**src/rtl/fetch_pkg.sv**
```systemverilog
// Shared fetch-sequencer types and default widths used by the fetch unit, decoder and ROM.
package fetch_pkg;

  typedef enum logic [1:0] {
    IDLE = 2'd0,
    RUN  = 2'd1,
    DONE = 2'd2
  } fetch_state_t;

  localparam int FETCH_IW = 9;
  localparam int FETCH_TW = 6;
  localparam int FETCH_CW = 16;

endpackage

```
**src/rtl/branch_lut.sv**
```systemverilog
// Absolute branch target table: 2**TW entries of IW bits, indexed by the decoder target field.
module branch_lut
  import fetch_pkg::*;
#(
  parameter int IW = FETCH_IW,
  parameter int TW = FETCH_TW,
  // Entry k occupies bits [k*IW +: IW]; entries not set by the integrator are 0.
  parameter logic [(2**TW)*IW-1:0] LUT_INIT = '0
) (
  input  logic [TW-1:0] index,
  output logic [IW-1:0] target
);

  assign target = LUT_INIT[int'(index)*IW +: IW];

endmodule

```
**src/rtl/inst_fetch.sv**
```systemverilog
// Program counter / fetch sequencer: Start handshake, sequential fetch, relative and LUT branches,
// halt, end-of-ROM fault and saturating run-cycle counter.
module inst_fetch
  import fetch_pkg::*;
#(
  parameter int             IW        = FETCH_IW,
  parameter int             TW        = FETCH_TW,
  parameter int             CW        = FETCH_CW,
  parameter logic [IW-1:0]  PROG_BASE = '0,
  parameter logic [(2**TW)*IW-1:0] LUT_INIT = '0
) (
  input  logic          Clk,
  input  logic          Reset,
  input  logic          Start,
  input  logic          Halt,
  input  logic          BranchEn,
  input  logic          BranchAbs,
  input  logic [TW-1:0] Target,
  output logic [IW-1:0] InstAddress,
  output logic          Running,
  output logic          Done,
  output logic          Fault,
  output logic [CW-1:0] CycleCount
);

  localparam logic [IW-1:0] PC_MAX = '1;

  fetch_state_t  state_q, state_d;
  logic [IW-1:0] pc_q, pc_d;
  logic          fault_q, fault_d;
  logic [CW-1:0] cnt_q, cnt_d;
  logic [IW-1:0] lut_target;

  function automatic logic [IW-1:0] sext_target(input logic [TW-1:0] t);
    return {{(IW-TW){t[TW-1]}}, t};
  endfunction

  function automatic logic [CW-1:0] sat_inc(input logic [CW-1:0] c);
    return (c == '1) ? c : c + CW'(1);
  endfunction

  branch_lut #(
    .IW       (IW),
    .TW       (TW),
    .LUT_INIT (LUT_INIT)
  ) u_branch_lut (
    .index  (Target),
    .target (lut_target)
  );

  always_comb begin
    state_d = state_q;
    pc_d    = pc_q;
    fault_d = fault_q;
    cnt_d   = cnt_q;
    if (Start) begin
      // Start high reloads from any state, including mid-run.
      state_d = IDLE;
      pc_d    = PROG_BASE;
      fault_d = 1'b0;
      cnt_d   = '0;
    end else begin
      unique case (state_q)
        IDLE: state_d = RUN;
        RUN: begin
          cnt_d = sat_inc(cnt_q);
          if (Halt) begin
            state_d = DONE;
          end else if (BranchEn) begin
            pc_d = BranchAbs ? lut_target : pc_q + sext_target(Target);
          end else if (pc_q == PC_MAX) begin
            fault_d = 1'b1;
            state_d = DONE;
          end else begin
            pc_d = pc_q + IW'(1);
          end
        end
        DONE: state_d = DONE;
        default: state_d = IDLE;
      endcase
    end
  end

  always_ff @(posedge Clk or posedge Reset) begin
    if (Reset) begin
      state_q <= IDLE;
      pc_q    <= PROG_BASE;
      fault_q <= 1'b0;
      cnt_q   <= '0;
    end else begin
      state_q <= state_d;
      pc_q    <= pc_d;
      fault_q <= fault_d;
      cnt_q   <= cnt_d;
    end
  end

  assign InstAddress = pc_q;
  assign Running     = (state_q == RUN);
  assign Done        = (state_q == DONE);
  assign Fault       = fault_q;
  assign CycleCount  = cnt_q;

endmodule

```
**config.mk**
```make
export PLATFORM = sky130hd
export DESIGN_NAME = inst_fetch
export DESIGN_NICKNAME = d
export VERILOG_FILES = /design/src/rtl/fetch_pkg.sv /design/src/rtl/branch_lut.sv /design/src/rtl/inst_fetch.sv
export SDC_FILE = /design/constraint.sdc
export NUM_CORES = 1
export LEC_CHECK = 0
export CAP_MARGIN = 10
export CORE_ASPECT_RATIO = 1.5
export CORE_MARGIN = 4
export CORE_UTILIZATION = 32
export CTS_CLUSTER_SIZE = 14
export DETAILED_ROUTE_END_ITERATION = 7
export SYNTH_ARGS = -nofsm -noshare
export SYNTH_HDL_FRONTEND = slang
export SYNTH_HIERARCHICAL = 1
export SYNTH_SLANG_ARGS = --single-unit
```
**constraint.sdc**
```tcl
create_clock -name Clk -period 4 [get_ports Clk]
set_input_delay 0.6 -clock Clk [delete_from_list [all_inputs] [get_ports Clk]]
set_output_delay 0.6 -clock Clk [all_outputs]
set_load 0.1 [all_outputs]
```
### Word-level counts from Yosys, hierarchy flattened

Cells that the tools add are included.

* flip-flop bits (word level): 28
* word-level logic and storage cells: 45
* bits of input ports: 12

* mux-type cells: 19
* $mul: 1
* reduce and logical (&&, ||, !) cells: 7
* equality and inequality tests: 10
* add/subtract/negate cells: 3
* shift-type cells: 1

Operators by type and width (count)
* variable part select 576 x 32 -> 9 bit (first input constant): 1
* 2-to-1 mux 9 bit: 6
* 2-to-1 mux 16 bit: 3
* adder 16 x 1 -> 16 bit (second input constant): 1
* == test 16 bit (second input constant): 1
* multiplier 6 x 4 -> 10 bit (second input constant): 1
* adder 9 x 1 -> 9 bit (second input constant): 1
* adder 9 bit: 1
* == test 9 bit (second input constant): 1
* 2-to-1 mux 2 bit: 4
* inequality test 2 bit (second input constant): 3
* case mux 2 bit (3 select lines): 1
* 2-to-1 mux 1 bit: 5
* inequality test 4 x 3 -> 1 bit (second input constant): 1
* inequality test 4 bit (second input constant): 1
* AND reduction 2 bit: 2
* AND reduction 4 bit: 1
* nonzero test 2 bit: 2
* inequality test 3 bit (second input constant): 1
* AND reduction 3 bit: 1
* == test 2 x 1 -> 1 bit (second input constant): 1
* == test 2 bit (second input constant): 1
* zero test 2 bit: 1

### Depth between registers and ports, before layout

* depth in word-level cells: 7
* gate-level depth with buffers: 10
* gate-level depth less buffers: 9

### Modules after synthesis

The synthesis kept the hierarchy.

By module, submodules not included
* inst_fetch: area an instance 2062.0 um^2, instances 1, cells each 235
* branch_lut: area an instance 71.3 um^2, instances 1, cells each 10

### Worst setup path after synthesis

Ideal clock, no wire load.

* kind: reg2reg
* start: reg pc_q[0], in the netlist InstAddress[0]
* end: reg pc_q[8], in the netlist InstAddress[8]
* required time: 3.928 ns
* cell stages (with the launch flop): 10
* library setup time: 0.072 ns
* setup slack: 1.040 ns
* arrival time: 2.887 ns
* cell sequence: dfrtp_1 > ha_1 > and3_1 > and4_1 > ha_1 > nor2b_1 > or3_4 > or3_1 > a211o_1 > nand3_1

* longest elaborated chain between the ends: 6

Ends and longest elaborated chain
* from (decl): RTL line inst_fetch.sv:29 `logic [IW-1:0] pc_q, pc_d;`
* from (signal assigned): RTL line inst_fetch.sv:92 `pc_q <= pc_d;`
* adder 9 x 1 -> 9 bit or adder 9 bit (tied branches): RTL line inst_fetch.sv:75, inst_fetch.sv:70
* 2-to-1 mux 9 bit (on tied branches): RTL line inst_fetch.sv:71, inst_fetch.sv:70
* 2-to-1 mux 9 bit: RTL line inst_fetch.sv:69 `end else if (BranchEn) begin`
* 2-to-1 mux 9 bit: RTL line inst_fetch.sv:67 `if (Halt) begin`
* 2-to-1 mux 9 bit: RTL line inst_fetch.sv:63 `unique case (state_q)`
* 2-to-1 mux 9 bit: RTL line inst_fetch.sv:56 `if (Start) begin`

Parallel ways exist; a longest one is shown, timed or not. The select of a mux whose other input is x is not followed.
A chain may end at the register's enable or synchronous reset.

### Worst setup path after layout

* start: reg state_q[1]
* end: out Running

* longest elaborated chain between the ends: 1

Ends and longest elaborated chain
* from (decl): RTL line inst_fetch.sv:28 `fetch_state_t state_q, state_d;`
* from (signal assigned): RTL line inst_fetch.sv:91 `state_q <= state_d;`
* == test 2 x 1 -> 1 bit: RTL line inst_fetch.sv:99 `assign Running = (state_q == RUN);`
* to (decl): RTL line inst_fetch.sv:20 `output logic Running,`

Every way passes these cells.

==> results.json <==
{
  "route.detailed.drc": 0,
  "yosys.area.top_type": "dfrtp_1",
  "die_area_mm2": 0.008064,
  "area_growth_pct": 24.28,
  "cts_made_buffers": 3,
  "crit_fanout": 11,
  "hold_viol": 0,
  "placement.cell_area_mm2": 0.002569,
  "worstSetupPathType": "reg -> out",
  "clk_pin_slew_worst_paths_ns": 0.10,
  "crit_family": "buffers and inverters",
  "clkPwrFrac_pct": 18.1,
  "drv_slew": 0,
  "grt-ovfl-total": 0,
  "slew_headroom_pct": 26.78,
  "fin_setup_tns_ns": 0,
  "synth_top_area_share_pct": 32.84,
  "design_area_mm2": 0.002651,
  "critPathLaunchType": "flop",
  "netlist_area_mm2": 0.002133,
  "switchingPower_w": 0.0004605,
  "start_util_pct": 32.89,
  "htree_levels": 1,
  "wirelength_um": 5201,
  "yosys.area_share.simple_pct": 22.05,
  "crit_chain": "inv_1 > ha_1 > buf_4 > clkdlybuf4s50_1",
  "vias_per_cell": 5.407,
  "row_count": 36,
  "place.gp.congestion": 0.8268,
  "diodes": 0,
  "cp-end-kind": "output pin",
  "die_x_um": 74.67,
  "status": "completed",
  "worstMarginPinSlew_ns": 1.089,
  "maxCapViolCount": 0,
  "rsz0062_at_grt": "false",
  "fmax_mhz": 349.5,
  "synth_flop_cell": "dfrtp_1",
  "cpPeakStageDelay_ns": 1.16,
  "muxShareOfSynthArea_pct": 1.994,
  "finalClockSkew_ns": 0.005181,
  "setup_viol": 0,
  "worst_hold_path_type": "reg -> reg",
  "antenna_found_initial": 0,
  "grt_max_degree": 29,
  "drive_above_1_share_pct": 5.654,
  "cts_buffer_depth": 2,
  "cts_tree": "done",
  "dr.pass1.iters": 4,
  "intPower_w": 0.0005371,
  "clk_latency_ns": 0.28,
  "grt_first_pass_wirelength_um": 8901,
  "arrival_ns": 2.26,
  "hold_buffers": 0,
  "yosysSeqAreaShare_pct": 32.84,
  "yosys_warnings": 6,
  "io_buffers": 39,
  "seq_power_share_pct": 34.5,
  "synth_cell_types": 53,
  "wl_per_cell_um": 14.49,
  "synth_compound_area_share_pct": 19.88,
  "post_cts_buffers": 0,
  "synth_edf_count": 0,
  "final_nets": 311,
  "die-height_um": 108,
  "core_mm2": 0.006486,
  "synth_top_family_by_area": "simple AND/OR/NAND/NOR gates",
  "crit_buf_inv": 3,
  "clkSinkCount": 28,
  "period_needed_ns": 2.861,
  "synth-xor-area-share_pct": 6.979,
  "slowest_stage": "clkdlybuf4s50_1",
  "synth_cells": 245,
  "first_global_vias": 1986,
  "cts-root-buf": "clkbuf_8",
  "power.share.switching_pct": 46.16,
  "drt-initial-drc-count": 55,
  "synthTopCellsByArea": "dfrtp_1 33%, ha_1 8.2%, xnor2_1 5.7%",
  "cts_resized": 0,
  "synthArstFlopShare_pct": 100.0,
  "ant_nets": 0,
  "grt_use_total_pct": 13.81,
  "cp.required_ns": 3.40,
  "combPwrFrac_pct": 47.4,
  "synth.avg_cell_area_um2": 8.707,
  "power.density_mw_per_mm2": 376.3,
  "synth-adder-area-share_pct": 9.150,
  "pin_count": 40,
  "ir_drop_mv": 0.1603,
  "ys_seq_elements": 28,
  "final.period_utilization_pct": 71.53,
  "hpwl_um": 3929,
  "p_leak_nw": 1.115,
  "route.vias.total": 1941
}
synthesized netlist by cell type (all sizes together), types with 3 or more instances:
cell	instances
a211oi	7
nand2b	3
xnor2	14
nand4	5
a21o	5
inv	8
xor2	3
a31oi	3
and3	3
nand3	10
nand2	19
buf	12
nor2	24
and4	3
a21oi	10
dfrtp	28
o21ai	14
clkbuf	7
ha	14
nor3	12
worst min-delay path, stage by stage (launching register included):
cell and delay [ns]:
dfrtp_1 0.36, a31oi_1 0.05, nor2_1 0.07
path summary, 6_finish.rpt:
path / from / endpoint / slack [ns] / depth (start not counted)
worst max-delay path: state_q[1]$_DFFE_PP0P_ / Running / 1.14 / 4
worst min-delay path: Fault$_DFFE_PP0P_ / Fault$_DFFE_PP0P_ / 0.51 / 2
worst max register to register: InstAddress[1]$_DFFE_PP0P_ / InstAddress[8]$_DFFE_PP0P_ / 1.34 / 9
worst min register to register: Fault$_DFFE_PP0P_ / Fault$_DFFE_PP0P_ / 0.51 / 2
max in group asynchronous: Reset / CycleCount[11]$_DFFE_PP0P_ / 2.99 / 3
min in group asynchronous: Reset / CycleCount[6]$_DFFE_PP0P_ / 0.58 / 2
stage by stage:
step                       power, W  hold slack (ns)  utilization (%)  cells  setup slack [ns]
final                     0.0009976           0.5147            40.88    359             1.139
after global routing       0.001066           0.5523            40.88    359             1.039
after CTS                  0.001009           0.5239            40.45    358             1.121
after detailed placement  0.0008230           0.4993            39.60    354             1.176
after global placement    0.0008153           0.4935            39.60    354             1.205
after floorplan           0.0007208           0.5516                -    253             1.040
layer usage:
layer  track usage, %  vias up  wire [um]
li1                 -      949          -
met1            15.74      930       2141
met2            25.53       54       2737
met3            1.581        8        225
met4            5.089        0         97
met5                0        -          0
cell type report:
| type | instances | area [um2] |
|---|---|---|
| Fill cell | 687 | 3835 |
| Multi-Input combinational cell | 198 | 1315 |
| Sequential cell | 28 | 700.7 |
| Timing Repair Buffer | 45 | 455.4 |
| Tap cell | 76 | 95.09 |
| Clock buffer | 4 | 55.05 |
| Inverter | 8 | 30.03 |
layout by cell type, fill, tap and decap left out, drive strengths merged, types with 3 or more instances in the layout:
cell type and count:
nor2 24, nand3 10, inv 8, a21oi 10, clkdlybuf4s50 39, buf 6
nor3 12, and4 3, nand2 19, and3 3, dfrtp 28, a31oi 3
conb 9, xnor2 14, ha 14, nand4 5, xor2 3, o21ai 14
nand2b 3, a21o 5, clkbuf 4, a211oi 7
logic make-up after synthesis:
family	after synthesis
xor+xnor	17
fa+ha+maj	15
mux	4
compound gates	62
simple gates	91
other cells	1
flops	28
buf+inv	27
flip-flops by register name, summed over array words and instances (netlist names):
signal and flops:
CycleCount 16, InstAddress 9, state_q 2, Fault 1
power by group through the flow:
stage                     combinational, W  clock (W)  sequential, W
after detailed placement          0.000474          0       0.000349
after CTS                         0.000475   0.000191       0.000344
after global routing              0.000515   0.000202       0.000349
final                             0.000473   0.000181       0.000344
after global placement            0.000467          0       0.000348
after floorplan                   0.000261          0       0.000459
Power figures use the tool's default switching activity.
